==> src/rtl/wb_write_queue.sv <==
// Register-file write queue: merges ALU and MDU writeback results into an in-order FIFO,
// drains one entry per cycle onto the write port and forwards in-flight values to decode.
module wb_write_queue #(
  parameter int unsigned DEPTH = 4,
  parameter int unsigned AW    = 5,
  parameter int unsigned DW    = 32
) (
  input  logic                     clk,
  input  logic                     rst,
  input  logic                     alu_valid,
  input  logic [AW-1:0]            alu_rd,
  input  logic [DW-1:0]            alu_data,
  output logic                     alu_ready,
  input  logic                     mdu_valid,
  input  logic [AW-1:0]            mdu_rd,
  input  logic [DW-1:0]            mdu_data,
  output logic                     mdu_ready,
  output logic                     wb_wen,
  output logic [AW-1:0]            wb_rd,
  output logic [DW-1:0]            wb_data,
  input  logic [AW-1:0]            rs_addr,
  output logic                     rs_hit,
  output logic [DW-1:0]            rs_fwd,
  input  logic [AW-1:0]            rt_addr,
  output logic                     rt_hit,
  output logic [DW-1:0]            rt_fwd,
  output logic [$clog2(DEPTH):0]   count
);

  localparam int unsigned PW = $clog2(DEPTH);
  localparam int unsigned CW = PW + 1;

  typedef struct packed {
    logic          hit;
    logic [DW-1:0] data;
  } fwd_t;

  logic [AW-1:0] mem_rd   [DEPTH];
  logic [DW-1:0] mem_data [DEPTH];

  logic [PW-1:0] wr_ptr;
  logic [PW-1:0] rd_ptr;
  logic [PW-1:0] wr_ptr_2nd;
  logic          alu_push;
  logic          mdu_push;
  logic          pop;
  logic [CW-1:0] push_cnt;
  fwd_t          rs_l;
  fwd_t          rt_l;

  // Readiness looks only at the registered count; the pop in the same cycle is not credited.
  always_comb begin
    alu_ready = (count <= CW'(DEPTH - 1));
    if (alu_valid) mdu_ready = (count <= CW'(DEPTH - 2));
    else           mdu_ready = (count <= CW'(DEPTH - 1));
  end

  always_comb begin
    alu_push   = alu_valid && alu_ready && (alu_rd != '0);
    mdu_push   = mdu_valid && mdu_ready && (mdu_rd != '0);
    pop        = (count != '0);
    wr_ptr_2nd = alu_push ? wr_ptr + 1'b1 : wr_ptr;
    push_cnt   = CW'(alu_push) + CW'(mdu_push);
  end

  always_ff @(posedge clk) begin
    if (rst) begin
      count   <= '0;
      wr_ptr  <= '0;
      rd_ptr  <= '0;
      wb_wen  <= 1'b0;
      wb_rd   <= '0;
      wb_data <= '0;
    end else begin
      count  <= count + push_cnt - CW'(pop);
      wr_ptr <= wr_ptr + PW'(push_cnt);
      if (pop) begin
        rd_ptr  <= rd_ptr + 1'b1;
        wb_wen  <= 1'b1;
        wb_rd   <= mem_rd[rd_ptr];
        wb_data <= mem_data[rd_ptr];
      end else begin
        wb_wen  <= 1'b0;
      end
    end
  end

  // The ALU entry takes the first free slot so it drains ahead of a same-cycle MDU entry.
  always_ff @(posedge clk) begin
    if (!rst) begin
      if (alu_push) begin
        mem_rd[wr_ptr]   <= alu_rd;
        mem_data[wr_ptr] <= alu_data;
      end
      if (mdu_push) begin
        mem_rd[wr_ptr_2nd]   <= mdu_rd;
        mem_data[wr_ptr_2nd] <= mdu_data;
      end
    end
  end

  // Scan oldest to youngest so the last match (youngest) wins; the wb stage is oldest of all.
  function automatic fwd_t lookup(input logic [AW-1:0] addr);
    fwd_t          r;
    logic [PW-1:0] idx;
    r = '0;
    if (addr != '0) begin
      if (wb_wen && (wb_rd == addr)) begin
        r.hit  = 1'b1;
        r.data = wb_data;
      end
      for (int unsigned i = 0; i < DEPTH; i++) begin
        idx = rd_ptr + PW'(i);
        if ((CW'(i) < count) && (mem_rd[idx] == addr)) begin
          r.hit  = 1'b1;
          r.data = mem_data[idx];
        end
      end
    end
    return r;
  endfunction

  always_comb begin
    rs_l   = lookup(rs_addr);
    rt_l   = lookup(rt_addr);
    rs_hit = rs_l.hit;
    rs_fwd = rs_l.data;
    rt_hit = rt_l.hit;
    rt_fwd = rt_l.data;
  end

endmodule

==> config.mk <==
export PLATFORM = sky130hd
export DESIGN_NAME = wb_write_queue
export DESIGN_NICKNAME = d
export VERILOG_FILES = /design/src/rtl/wb_write_queue.sv
export SDC_FILE = /design/constraint.sdc
export NUM_CORES = 1
export LEC_CHECK = 0
export ABC_AREA = 0
export CAP_MARGIN = 15
export CORE_UTILIZATION = 44
export CTS_CLUSTER_DIAMETER = 30
export DETAILED_ROUTE_END_ITERATION = 16
export GPL_ROUTABILITY_DRIVEN = 0
export GPL_TIMING_DRIVEN = 0
export PLACE_DENSITY = 0.71
export SLEW_MARGIN = 20
export SYNTH_ARGS = -nofsm -noshare
export SYNTH_HDL_FRONTEND = slang
export SYNTH_SLANG_ARGS = --single-unit
==> constraint.sdc <==
create_clock -name clk -period 4.2 [get_ports clk]
set_clock_uncertainty 0.05 [all_clocks]
set_input_delay 0.42 -clock clk [delete_from_list [all_inputs] [get_ports clk]]
set_output_delay 0.42 -clock clk [all_outputs]
set_load 0.02 [all_outputs]
==> flow_summary.yaml, run 1 <==
synth:
  synth_seq_area_share_pct: 35.6
  yosysWarnings: 0
  synth_area_um2: 15100
  ys_ff_latch: 195
  synthArstFlopShare_pct: 0
  synth_edf_count: 148
  synth_nets: 1339
  synth.avg_cell_area_um2: 12.2
  synth_cells: 1241
  ys.flop_type: "edfxtp_1"
  synth.distinct_cells: 49
clock_tree:
  clk_pin_slew_ps: 80
  cts_tree: "done"
  cts_hold_repair.buffers: 0
  worstSkewPairLatency_ps: 460
  cts_root_buffer: "clkbuf_16"
  htreeDepth: 4
  clock_sinks: 195
  numCtsBuffers: 17
  clockBufferDepth: 2
pwr:
  swShare_pct: 45.6
  pwr-share-comb_pct: 59.7
  p_sw_w: 0.00549
  p_int_w: 0.00654
  ir_worst_vdd_mv: 0.492
  seq_power_share_pct: 26.1
  leakagePower_nw: 6.08
  power.total_w: 0.0120
  p_per_area_nw_per_um2: 649
  p_clk_share_pct: 14.2
timing:
  fin_ws_ps: 59.3
  setup_viol: 0
  slew_headroom_pct: 27.7
  finalMaxSlewViolations: 0
  tightest_slew_ps: 1080
  fmax_ghz: 0.242
  fin_crit_sh_pct: 98.6
  hold_violations: 0
  period_minus_slack_ps: 4140
  rsz0062_at_grt: "yes"
drt:
  post-route-drc-count: 0
  avgRoutedWirePerCell_um: 28.0
  drtIter0Drc: 1849
  drtAntennaViolNets: 0
  routed_wl_um: 53500
  num_vias: 13500
  vias_per_cell: 7.05
  drtPass1Iterations: 6
global_routing:
  antenna_found_initial: 0
  grt_pass1_wl_um: 80400
  grt_max_degree: 38
  grt_overflow: 0
  grt_usage_pct: 30.2
  grt_pass1_vias: 13100
layout:
  areaGrowthSynthToFinish_pct: 22.5
  nNetsFinal: 1547
  antennaDiodeCount: 0
  seqCellArea_um2: 5390
  fillers: 2902
  multi_input_comb_area_um2: 9380
  drive_gt1_share_pct: 33.0
  utilization_pct: 55.0
run:
  drv_cap: 0
worst_setup_path:
  slowest_stage: "mux4_2"
  cp_data_required_time_ps: 3730
  crit_type: "flip-flop to output pin"
  path_buf_inv: 3
  worstSetupStartpointType: "flip-flop"
  cp-end-kind: "output pin"
  critPathMaxStageDelay_ps: 620
  critical_path.top_delay_family: "buffers and inverters"
  crit_arrival_ps: 3670
  timing.critical_path.cells: "buf_4 -> mux4_2 -> xnor2_2 -> and2_1 -> a21oi_4 -> clkbuf_2 -> a221oi_1 -> o31ai_2 -> dlygate4sd2_1"
  worst-path-max-fanout: 10
place:
  dp_hpwl_um: 37300
  dp_slack_ps: -215
  io_buffers: 186
die:
  fp.dieW_um: 187
  fp.dieH_um: 187
  ios: 197
  coreArea_um2: 33700
  die_area_um2: 35100
  initial_core_util_pct: 44.9
  rows: 67
run_status:
  status: "finished clean"
min_path:
  hold_path_class: "flip-flop to flip-flop"
## sequential cells by signal, summed over array words and instances (netlist names), named ones only
signal and cells:
count 3, mem_data 128, mem_rd 20, rd_ptr 2, wb_data 32, wb_rd 5, wb_wen 1, wr_ptr 2
## per-layer routing
metal | GRT usage, % | vias to the layer above | wire length (µm)
met5 | 0 | - | 26
met4 | 12.0 | 2 | 2250
met3 | 8.57 | 195 | 6690
met2 | 47.4 | 1131 | 24500
met1 | 39.5 | 6623 | 20000
li1 | - | 5518 | -
## cells in the mapped netlist, types with 13 or more instances
cell	count	area, µm²
edfxtp_1	148	4440
mux2_2	148	1670
mux4_2	147	3310
clkbuf_1	93	349
nand2_1	84	315
a32oi_1	64	561
o31ai_1	64	480
nor3b_1	63	473
a221oi_1	55	482
nor2_1	48	180
dfxtp_1	47	941
xnor2_1	42	368
nor3_1	41	205
a21oi_1	40	200
buf_2	35	175
xor2_1	15	131
inv_1	13	48.8
## logic make-up after synthesis
| family | count (synthesis) | synth area share [%] |
|---|---|---|
| DFF | 195 | 35.6 |
| buffers and inverters | 155 | 4.27 |
| xor gates and xnor gates | 57 | 3.30 |
| and+or+nand+nor | 272 | 9.44 |
| AOI/OAI and AO/OA | 251 | 13.2 |
| adders and majority gates | 10 | 0.877 |
| muxes | 301 | 33.3 |
## cell type report
class	instances	area share, %
clock buffer	19	2.44
multi-input combinational	891	50.6
tap	448	3.03
sequential	195	29.1
clock inverter	13	0.750
buffer	139	3.72
inverter	13	0.263
timing repair buffer	192	10.1
## worst min-delay path, cell delays in order (launching register included)
cell and delay [ps]:
dfxtp_1 350, nand2_1 70, a21oi_1 50
## per-stage QoR
| stage | setup TNS, ps | instances | hold slack (ps) | instance area [µm²] |
|---|---|---|---|---|
| after floorplan | 0 | 1241 | 508 | 15100 |
| after global placement | -123720 | 1875 | 455 | 17600 |
| after detailed placement | -5510 | 1877 | 450 | 17600 |
| after CTS | -20.0 | 1909 | 461 | 18400 |
| after global routing | -40.8 | 1910 | 497 | 18500 |
| final | 0 | 1910 | 463 | 18500 |
## cell usage in the layout (no fill, tap or decap), types with 5 or more instances in the layout
cell,Yosys,layout
mux2i_1,6,6
inv_6,0,7
clkbuf_2,1,34
clkdlybuf4s50_1,0,122
nand3_1,7,7
inv_1,13,13
o31ai_2,0,29
nor3b_1,63,63
edfxtp_1,148,148
clkbuf_16,0,17
nand2_1,84,82
clkbuf_1,93,50
a32oi_1,64,64
nor3_1,41,38
nor2_1,48,46
nand4_1,5,5
o31ai_1,64,32
clkbuf_4,0,12
xor2_1,15,14
a21oi_1,40,39
a221oi_2,9,9
buf_2,35,33
nor2b_1,5,5
xnor2_1,42,41
dlygate4sd2_1,0,62
a221oi_1,55,55
ha_1,9,9
dfxtp_1,47,47
buf_4,3,8
mux2_2,148,148
mux4_2,147,147
## power groups by stage
stage                     registers (W)  logic [W]  clock network [W]
after global routing            0.00318    0.00756            0.00176
after global placement          0.00312    0.00687                  0
after CTS                       0.00310    0.00701            0.00170
final                           0.00314    0.00719            0.00170
after floorplan                 0.00316    0.00457                  0
after detailed placement        0.00314    0.00700                  0
## repair_timing
action                     in CTS  in global routing
setup buffers                   2                  2
resized for setup             143                 41
setup endpoints to repair      66                 63
pin swaps                       3                  4
## final timing paths
kind | from | to | cells after the start | slack, ps
hold / removal | wb_rd[0]$_SDFFE_PP0N_ | wb_rd[0]$_SDFFE_PP0N_ | 2 | 460
setup / recovery | flip-flop | rt_fwd[1] | 9 | 60
setup reg to reg | wr_ptr[0]$_SDFF_PP0_ | mem_data[1][17]$_DFFE_PP_ | 9 | 610
hold reg to reg | wb_rd[0]$_SDFFE_PP0N_ | wb_rd[0]$_SDFFE_PP0N_ | 2 | 460
(Power assumes the default switching activity.)
==> inputs of run 2 (changes only) <==
--- a/config.mk
+++ b/config.mk
@@ -7,10 +7,9 @@
 export LEC_CHECK = 0
 export ABC_AREA = 0
 export CAP_MARGIN = 15
+export CORE_MARGIN = 2
 export CORE_UTILIZATION = 44
-export CTS_CLUSTER_DIAMETER = 30
 export DETAILED_ROUTE_END_ITERATION = 16
-export GPL_ROUTABILITY_DRIVEN = 0
 export GPL_TIMING_DRIVEN = 0
 export PLACE_DENSITY = 0.71
 export SLEW_MARGIN = 20
==> run 2 against run 1 <==
Core utilization up 0.20 points. Design area increased by 0.36%. Clock power up 2%. Combinational power is 1% higher. Sequential share of layout area down 0.11 points. Die area grew 2.1%. Sequential cell count is the same. Total power is 0.93% higher. Non-clock buffer count grew 2. Sequential power hardly changed. Critical path depth increased by 2.
==> flow_summary.yaml, run 2 (synthesized netlist as in run 1, its figures left out) <==
run_status:
  status: "finished clean"
clock_tree:
  cts_tree: "done"
  htreeDepth: 4
  cts_root_buffer: "clkbuf_16"
  numCtsBuffers: 17
  clk_pin_slew_ps: 80
  clockBufferDepth: 2
  clock_sinks: 195
  worstSkewPairLatency_ps: 460
die:
  coreArea_um2: 33700
  rows: 67
  die_area_um2: 35900
  ios: 197
  fp.dieW_um: 189
  initial_core_util_pct: 44.9
  fp.dieH_um: 189
timing:
  fin_ws_ps: 52.6
  tns_ps: 0
  fmax_ghz: 0.241
  tightest_slew_ps: 1020
  finalMaxSlewViolations: 0
  hold_violations: 0
  fin_crit_sh_pct: 98.7
  setup_viol: 0
  period_minus_slack_ps: 4150
  slew_headroom_pct: 31.9
worst_setup_path:
  worstSetupStartpointType: "flip-flop"
  worst-path-max-fanout: 10
  rr_worst_depth: 9
  crit_arrival_ps: 3680
  crit_type: "flip-flop to output pin"
  cp_data_required_time_ps: 3730
  slowest_stage: "dlygate4sd2_1"
  cpMostUsedCell: "buf_2"
  critPathMaxStageDelay_ps: 380
  timing.critical_path.cells: "buf_2 -> buf_6 -> clkbuf_4 -> mux4_2 -> xnor2_1 -> nand2_1 -> o21ba_2 -> o21ai_2 -> buf_2 -> o31ai_2 -> dlygate4sd2_1"
  cp-end-kind: "output pin"
global_routing:
  grt_max_degree: 38
  antenna_found_initial: 1
  grt_overflow: 0
  grt_pass1_vias: 13200
  grt_pass1_wl_um: 80800
  grt_usage_pct: 29.9
min_path:
  hold_path_class: "flip-flop to flip-flop"
  whs_path_depth: 2
place:
  dp_slack_ps: -246
  dp_hpwl_um: 37400
  io_buffers: 186
  place_congestion: 0.943
pwr:
  leakagePower_nw: 6.14
  power.total_w: 0.0121
  p_per_area_nw_per_um2: 653
  ir_worst_vdd_mv: 0.408
layout:
  reg_top3: "mem_data (128), wb_data (32), mem_rd (20)"
  areaGrowthSynthToFinish_pct: 22.9
  utilization_pct: 55.2
  final_cell_mix: "148 x mux2_2, 148 x edfxtp_1, 147 x mux4_2"
  top_register: "mem_data"
  drive_gt1_share_pct: 34.6
  nNetsFinal: 1549
  largest_reg_flops: 128
drt:
  post-route-drc-count: 0
  drtIter0Drc: 2006
  routed_wl_um: 54300
  vias_per_cell: 7.08
  avgRoutedWirePerCell_um: 28.4
  num_vias: 13500
  drtAntennaViolNets: 0
  drtPass1Iterations: 9
run:
  drv_cap: 0
run 2: cell types whose count changed in the layout (fill, tap and decap cells not counted), moves of 5 or more:
cell           change
o31ai_1           -13
inv_8              +6
o31ai_2           +14
clkbuf_1           -5
clkbuf_2           +7
dlygate4sd2_1      -6
run 2: per-layer routing:
layer,wire length [µm],track usage (%),share of wire (%),vias to the layer above
li1,-,-,-,5515
met1,20200,39.4,37,6691
met2,24800,46.9,46,1141
met3,7060,8.43,13,186
met4,2180,11.5,4.0,2
met5,13,1.10,0.024,-
run 2: per-stage QoR:
step,hold slack [ps],instance area (µm²),std cells
after floorplan,508,15100,1241
after global placement,453,17600,1875
after detailed placement,460,17600,1876
after CTS,472,18400,1912
after global routing,497,18600,1912
final,472,18600,1913
run 2: cell type report:
type                       count  area [µm²]
clock inverter                14         161
sequential                   195        5390
timing repair buffer         194        1850
clock buffer                  18         439
tap                          448         561
multi-input combinational    891        9450
antenna                        1        2.50
fill                        2905       15100
inverter                      13        48.8
buffer                       139         693
run 2: timing repair:
action / in CTS / in global routing
gates resized for setup: 150 / 70
buffers inserted: 5 / 2
pin swaps: 3 / 4
gates cloned: 0 / 0
setup endpoints to repair: 66 / 64
hold buffers: 0 / 0
run 2: final timing paths:
path,end,slack (ps),from
worst max register to register,mem_data[1][27]$_DFFE_PP_,630,wr_ptr[0]$_SDFF_PP0_
worst min register to register,wb_rd[3]$_SDFFE_PP0N_,470,wb_rd[3]$_SDFFE_PP0N_
worst min-delay path,wb_rd[3]$_SDFFE_PP0N_,470,wb_rd[3]$_SDFFE_PP0N_
worst max-delay path,rt_fwd[10],50,rd_ptr[0]$_SDFFE_PP0N_
run 2: report_power, final:
part,total [W],switching (W),internal (W)
Clock,0.00174,0.000865,0.000871
Combinational,0.00727,0.00420,0.00307
Sequential,0.00314,0.000534,0.00261
Total,0.0121,0.00560,0.00655
run 2: worst max-delay path: cells and delay by family, from the launching register on:
kind,cells,cell delay [ps]
AOI/OAI and AO/OA,3,850
xor gates and xnor gates,1,170
buffers and inverters,5,1310
DFF,1,310
muxes,1,370
and+or+nand+nor,1,200
